==> src/rtl/uart_wb_host.sv <==
// Wishbone host sequencer for the UART: buffers TX words in a FIFO, writes them to the
// TX register when the transmitter is idle, and reads flagged RX words onto an output stream.
module uart_wb_host #(
  parameter int unsigned G_WORD_WIDTH   = 8,
  parameter int unsigned G_FIFO_DEPTH   = 8,
  parameter int unsigned G_BUSY_TIMEOUT = 4
) (
  input  logic                            i_clk,
  input  logic                            i_rst,
  input  logic                            i_tx_valid,
  input  logic [G_WORD_WIDTH-1:0]         i_tx_data,
  output logic                            o_tx_ready,
  output logic [$clog2(G_FIFO_DEPTH):0]   o_tx_level,
  output logic                            o_rx_valid,
  output logic [G_WORD_WIDTH-1:0]         o_rx_data,
  input  logic                            i_rx_ready,
  output logic                            o_rx_overrun,
  output logic                            o_wb_we,
  output logic                            o_wb_stb,
  output logic                            o_wb_addr,
  output logic [G_WORD_WIDTH-1:0]         o_wb_data,
  input  logic                            i_wb_ack,
  input  logic [G_WORD_WIDTH-1:0]         i_wb_data,
  input  logic                            i_tx_busy,
  input  logic                            i_data_valid
);

  localparam int unsigned AW = $clog2(G_FIFO_DEPTH);
  localparam int unsigned LW = AW + 1;
  localparam int unsigned CW = $clog2(G_BUSY_TIMEOUT) + 1;

  localparam logic [1:0] S_IDLE    = 2'd0;
  localparam logic [1:0] S_TX_WR   = 2'd1;
  localparam logic [1:0] S_TX_WAIT = 2'd2;
  localparam logic [1:0] S_RX_RD   = 2'd3;

  logic [1:0]              state_q, state_d;
  logic [CW-1:0]           cnt_q, cnt_d;
  logic [LW-1:0]           wr_ptr_q, rd_ptr_q;
  logic [LW-1:0]           level_q, level_d;
  logic [G_WORD_WIDTH-1:0] mem_q [G_FIFO_DEPTH];
  logic                    dv_q, dv_prev_q;
  logic                    pending_q, pending_d;
  logic                    overrun_q, overrun_d;
  logic                    rx_valid_q, rx_valid_d;
  logic [G_WORD_WIDTH-1:0] rx_data_q, rx_data_d;
  logic                    stb_q, stb_d, we_q, we_d, addr_q, addr_d;
  logic [G_WORD_WIDTH-1:0] wdat_q, wdat_d;

  logic full_c, empty_c, push_c, pop_c, rise_c, rx_clr_c;
  logic [G_WORD_WIDTH-1:0] head_c;

  // FIFO status from the extra wrap bit of each pointer
  assign empty_c  = (wr_ptr_q == rd_ptr_q);
  assign full_c   = (wr_ptr_q[AW] != rd_ptr_q[AW]) && (wr_ptr_q[AW-1:0] == rd_ptr_q[AW-1:0]);
  assign push_c   = i_tx_valid & ~full_c;
  assign pop_c    = (state_q == S_TX_WR) & i_wb_ack;
  assign head_c   = mem_q[rd_ptr_q[AW-1:0]];
  assign rise_c   = dv_q & ~dv_prev_q;
  assign rx_clr_c = (state_q == S_RX_RD) & i_wb_ack;

  assign o_tx_ready   = ~full_c;
  assign o_tx_level   = level_q;
  assign o_rx_valid   = rx_valid_q;
  assign o_rx_data    = rx_data_q;
  assign o_rx_overrun = overrun_q;
  assign o_wb_stb     = stb_q;
  assign o_wb_we      = we_q;
  assign o_wb_addr    = addr_q;
  assign o_wb_data    = wdat_q;

  always_ff @(posedge i_clk) begin
    if (push_c) mem_q[wr_ptr_q[AW-1:0]] <= i_tx_data;
  end

  always_comb begin
    level_d = level_q;
    if (push_c && !pop_c)      level_d = level_q + LW'(1);
    else if (pop_c && !push_c) level_d = level_q - LW'(1);
  end

  // A new flag survives a coincident clear; a flag arriving on a still-pending word is lost
  always_comb begin
    pending_d = rise_c | (pending_q & ~rx_clr_c);
    overrun_d = rise_c & pending_q & ~rx_clr_c;
  end

  always_comb begin
    state_d    = state_q;
    cnt_d      = cnt_q;
    rx_valid_d = rx_valid_q & ~i_rx_ready;
    rx_data_d  = rx_data_q;
    case (state_q)
      S_IDLE: begin
        if (pending_q && !rx_valid_q)       state_d = S_RX_RD;
        else if (!empty_c && !i_tx_busy)   state_d = S_TX_WR;
      end
      S_TX_WR: begin
        if (i_wb_ack) begin
          state_d = S_TX_WAIT;
          cnt_d   = '0;
        end
      end
      S_TX_WAIT: begin
        if (i_tx_busy || cnt_q == CW'(G_BUSY_TIMEOUT - 1)) state_d = S_IDLE;
        else                                              cnt_d   = cnt_q + CW'(1);
      end
      S_RX_RD: begin
        if (i_wb_ack) begin
          rx_data_d  = i_wb_data;
          rx_valid_d = 1'b1;
          state_d    = S_IDLE;
        end
      end
      default: state_d = S_IDLE;
    endcase
    // Bus outputs registered alongside the state so they carry no decode glitches
    stb_d  = (state_d == S_TX_WR) || (state_d == S_RX_RD);
    we_d   = (state_d == S_TX_WR);
    addr_d = (state_d == S_RX_RD);
    wdat_d = (state_d == S_TX_WR) ? head_c : '0;
  end

  always_ff @(posedge i_clk or posedge i_rst) begin
    if (i_rst) begin
      state_q    <= S_IDLE;
      cnt_q      <= '0;
      wr_ptr_q   <= '0;
      rd_ptr_q   <= '0;
      level_q    <= '0;
      dv_q       <= 1'b0;
      dv_prev_q  <= 1'b0;
      pending_q  <= 1'b0;
      overrun_q  <= 1'b0;
      rx_valid_q <= 1'b0;
      rx_data_q  <= '0;
      stb_q      <= 1'b0;
      we_q       <= 1'b0;
      addr_q     <= 1'b0;
      wdat_q     <= '0;
    end else begin
      state_q    <= state_d;
      cnt_q      <= cnt_d;
      if (push_c) wr_ptr_q <= wr_ptr_q + LW'(1);
      if (pop_c)  rd_ptr_q <= rd_ptr_q + LW'(1);
      level_q    <= level_d;
      dv_q       <= i_data_valid;
      dv_prev_q  <= dv_q;
      pending_q  <= pending_d;
      overrun_q  <= overrun_d;
      rx_valid_q <= rx_valid_d;
      rx_data_q  <= rx_data_d;
      stb_q      <= stb_d;
      we_q       <= we_d;
      addr_q     <= addr_d;
      wdat_q     <= wdat_d;
    end
  end

endmodule

==> config.mk <==
export PLATFORM = sky130hd
export DESIGN_NAME = uart_wb_host
export DESIGN_NICKNAME = d
export VERILOG_FILES = /design/src/rtl/uart_wb_host.sv
export SDC_FILE = /design/constraint.sdc
export NUM_CORES = 1
export LEC_CHECK = 0
export CORE_ASPECT_RATIO = 1.5
export CORE_UTILIZATION = 35
export DETAILED_ROUTE_END_ITERATION = 7
export PLACE_DENSITY = 0.53
export SETUP_SLACK_MARGIN = 0.3
export SYNTH_ARGS = -nofsm -noshare
export SYNTH_HDL_FRONTEND = slang
export SYNTH_SLANG_ARGS = --single-unit
==> constraint.sdc <==
create_clock -name i_clk -period 3.3 [get_ports i_clk]
set_input_delay 0.99 -clock i_clk [delete_from_list [all_inputs] [get_ports i_clk]]
set_output_delay 0.99 -clock i_clk [all_outputs]
set_load 0.05 [all_outputs]
==> metrics.md <==
| Metric | Value |
|---|---|
| Final non-filler cell area | 0.00539 sq mm |
| Final instance count without filler cells | 485 |
| Gr usage total | 13.7% |
| Cts hold-fix bufs | 0 |
| Met1 Use GR | 15.6% |
| Period utilization | 88.4% |
| Slew Limit Fails | 0 |
| Initial antenna violation count | 0 |
| Vias in the first global route | 2376 |
| Final WS setup | 0.382 ns |
| Cts bufs inserted | 9 |
| PD cells | 968 mW/mm^2 |
| Vias/cell | 4.77 |
| Failing checks | design-rule violations |
| Worst slew margin | 66.2% |
| Minimum hold slack | 0.394 ns |
| Critical-path cell list | clkdlybuf4s50_1 -> o41ai_4 -> inv_2 -> ha_2 -> inv_1 -> buf_4 -> ha_1 -> a2111oi_4 -> a31oi_1 -> a221o_1 |
| DR pass1 iterations | 6 |
| Crit end category | flip-flop |
| 1st-iter DRT viols | 142 |
| Core ar. | 0.0119 sq mm |
| Via total after detailed routing | 2315 |
| H-tree levels | 3 |
| Post-Synthesis Cells | 253 |
| Buf/Inv on CP | 4 |
| Area after DPL | 0.00504 sq mm |
| Placed cell count | 468 |
| Cell Area, Synth | 0.00425 sq mm |
| ANT cells | 0 |
| Buffers on Ports | 48 |
| Post-Syn Nets | 284 |
| Setup crit start kind | primary input |
| Routed wire length | 8000 um |
| DP HPWL | 5340 um |
| Setup-failing EPs final | 0 |
| First-pass GRT wire length | 12500 um |
| Min cycle time layout | 2.92 ns |
| Die width | 92.0 um |
| Clock skew | 0.0102 ns |
| Clock latency on the worst-skew pair | 0.35 ns |
| Share of the synthesized area in the top cell type | 45.2% |
| Die H | 137 um |
| RSZ-0062 raised after global routing | false |
| Crit path kind | primary input to flip-flop |
| Total Power | 5.21 mW |
| Final net count | 358 |
| Synth top area cells | edfxtp_1 45%, dfrtp_1 24%, mux4_2 5.8% |
| Setup WS pre-CTS | -0.211 ns |
| Final core utilization | 45.3% |
| Area growth, synth to finish | 26.6% |
| Cell family with most CP delay | compound AO/OA/AOI/OAI gates |
| Peak supply drop | 427 uV |
| GR Util met3 | 2.94% |
| TritonCTS clock tree | yes |
| CP Data Arrival Time | 3.15 ns |
| FP Rows | 49 |
| Root buf cell | clkbuf_16 |
| Lkg Pwr | 2.06 nW |
| Yosys warnings | 0 |
| Worst-path maximum fanout | 4 |
| Status | finished with violations |
| CP required | 3.53 ns |
| Total gr overflow | 0 |
| Crit path max-delay cell type | clkdlybuf4s50_1 |
| Crit-path max cell delay | 0.50 ns |
| Hold Crit Class | flip-flop to flip-flop |
| Die area | 0.0126 sq mm |
| Syn avg cell area | 16.8 sq um |
| Maxcap violations | 0 |
| Share of cells above drive strength 1 | 22.3% |
| RD Place Congestion | 0.685 |
| Starting Density | 35.8% |
| Largest net degree at the start of global routing | 22 |
| M2 GR Usage | 24.6% |
| Max Fclk | 0.343 GHz |
| Reg clk slew, reported paths | 0.08 ns |
| IO Pins | 49 |
| Post-route ant nets | 0 |
| Post-route DRC | 2 |
| Top cell type by total area after synthesis | edfxtp_1 |
| CTS sink cnt | 105 |
| WL/cell | 16.5 um |
| Clock Tree Buf Depth | 2 |
| Synthesized flop and latch total | 105 |
| Post-synth cell types | 42 |
| Sequential area share after synthesis | 69.3% |
| Final Hold Vio Count | 0 |
| Setup TNS | 0 ns |
| Top Usage Layer GRT | met2 |
| Worst-margin pin slew | 0.506 ns |
[cells in the mapped netlist]
cell,count
a31oi_1,1
buf_6,2
nand3b_1,1
nand4_1,1
dfrtp_1,41
xnor2_1,7
fa_1,1
nor4_1,2
or4b_4,1
nand2_1,17
xnor2_2,1
or4_1,1
xor2_1,2
mux4_2,11
mux2i_1,8
inv_2,1
clkbuf_2,1
and2_4,1
ha_1,7
a21o_1,2
o211ai_1,1
xor2_2,2
inv_1,8
o21ai_0,6
o41ai_4,1
a2111oi_0,1
a311oi_1,1
a21boi_0,1
buf_1,1
edfxtp_1,64
nor3_1,5
a21oi_1,1
nor2b_1,1
nor2_1,20
a221o_1,1
nand2b_1,4
a21oi_4,1
mux4_1,5
buf_2,2
nand3_1,6
mux2_2,9
clkbuf_1,3
[sequential cells by signal (all words and copies together) (netlist names)]
name / flops
cnt_q: 3
dv_prev_q: 1
wr_ptr_q: 4
o_wb_stb: 1
rd_ptr_q: 4
mem_q: 64
o_wb_addr: 1
state_q: 2
dv_q: 1
o_tx_level: 4
o_rx_valid: 1
pending_q: 1
o_wb_we: 1
o_rx_data: 8
o_rx_overrun: 1
o_wb_data: 8
[path summary, 6_finish.rpt]
| check | endpoint | startpoint | slack (ns) | depth (start not counted) |
|---|---|---|---|---|
| min in group asynchronous | o_wb_data[0]$_DFF_PP0_ | i_rst | 0.95 | 2 |
| worst max-delay path | o_tx_level[3]$_DFFE_PP0P_ | i_tx_valid | 0.38 | 10 |
| max in group asynchronous | rd_ptr_q[1]$_DFFE_PP0P_ | i_rst | 1.80 | 3 |
| worst min-delay path | dv_prev_q$_DFF_PP0_ | dv_q$_DFF_PP0_ | 0.39 | 0 |
| worst max register to register | o_tx_level[3]$_DFFE_PP0P_ | wr_ptr_q[1]$_DFFE_PP0P_ | 0.60 | 10 |
| worst min register to register | dv_prev_q$_DFF_PP0_ | dv_q$_DFF_PP0_ | 0.39 | 0 |
[metal layers]
layer / share of wire (%) / vias to the layer above / wire length, um
met5: 0 / - / 0
met4: 1.5 / 0 / 121
met3: 4.4 / 9 / 350
met2: 54 / 60 / 4340
met1: 40 / 1150 / 3180
li1: - / 1096 / -
[layout by cell type (no fill, tap or decap), types with 3 or more instances in the layout]
cell / netlist / final
edfxtp_1: 64 / 64
o21ai_0: 6 / 6
nand3_1: 6 / 6
dfrtp_1: 41 / 41
ha_1: 7 / 6
mux4_1: 5 / 5
buf_4: 0 / 25
xnor2_1: 7 / 7
mux4_2: 11 / 11
mux2_2: 9 / 9
clkdlybuf4s50_1: 0 / 46
mux2i_1: 8 / 8
inv_1: 8 / 7
nand2b_1: 4 / 4
nand2_1: 17 / 16
nor3_1: 5 / 5
inv_8: 0 / 3
clkbuf_16: 0 / 9
nor2_1: 20 / 19
[area by class of cell]
type,count,area (sq um)
fillers,1078,6510
flip-flops and latches,105,2950
multi-input cells,130,1250
repair buffers,72,661
clock buffers,9,225
well taps,153,191
clock inverters,7,76.3
inverters,9,33.8
[report_power, final]
part | internal (mW) | switching (mW) | total (mW)
combinational | 0.933 | 1.27 | 2.20
sequential | 1.74 | 0.209 | 1.95
clock | 0.541 | 0.519 | 1.06
total | 3.22 | 2.00 | 5.21
[kinds of logic after synthesis]
group                      share of synthesized area (%)
buffers and inverters                               2.03
DFF                                                 69.3
AOI/OAI and AO/OA                                   3.35
and+or+nand+nor                                     6.62
muxes                                               13.2
adders and majority gates                           2.53
xor gates and xnor gates                            3.00
[repair_timing]
item                       in CTS  in global routing
buffers inserted                1                  0
cloned                          0                  0
pin swaps                       2                  1
setup endpoints to repair       1                  1
resized for setup               4                  4
(Power assumes the default switching activity.)
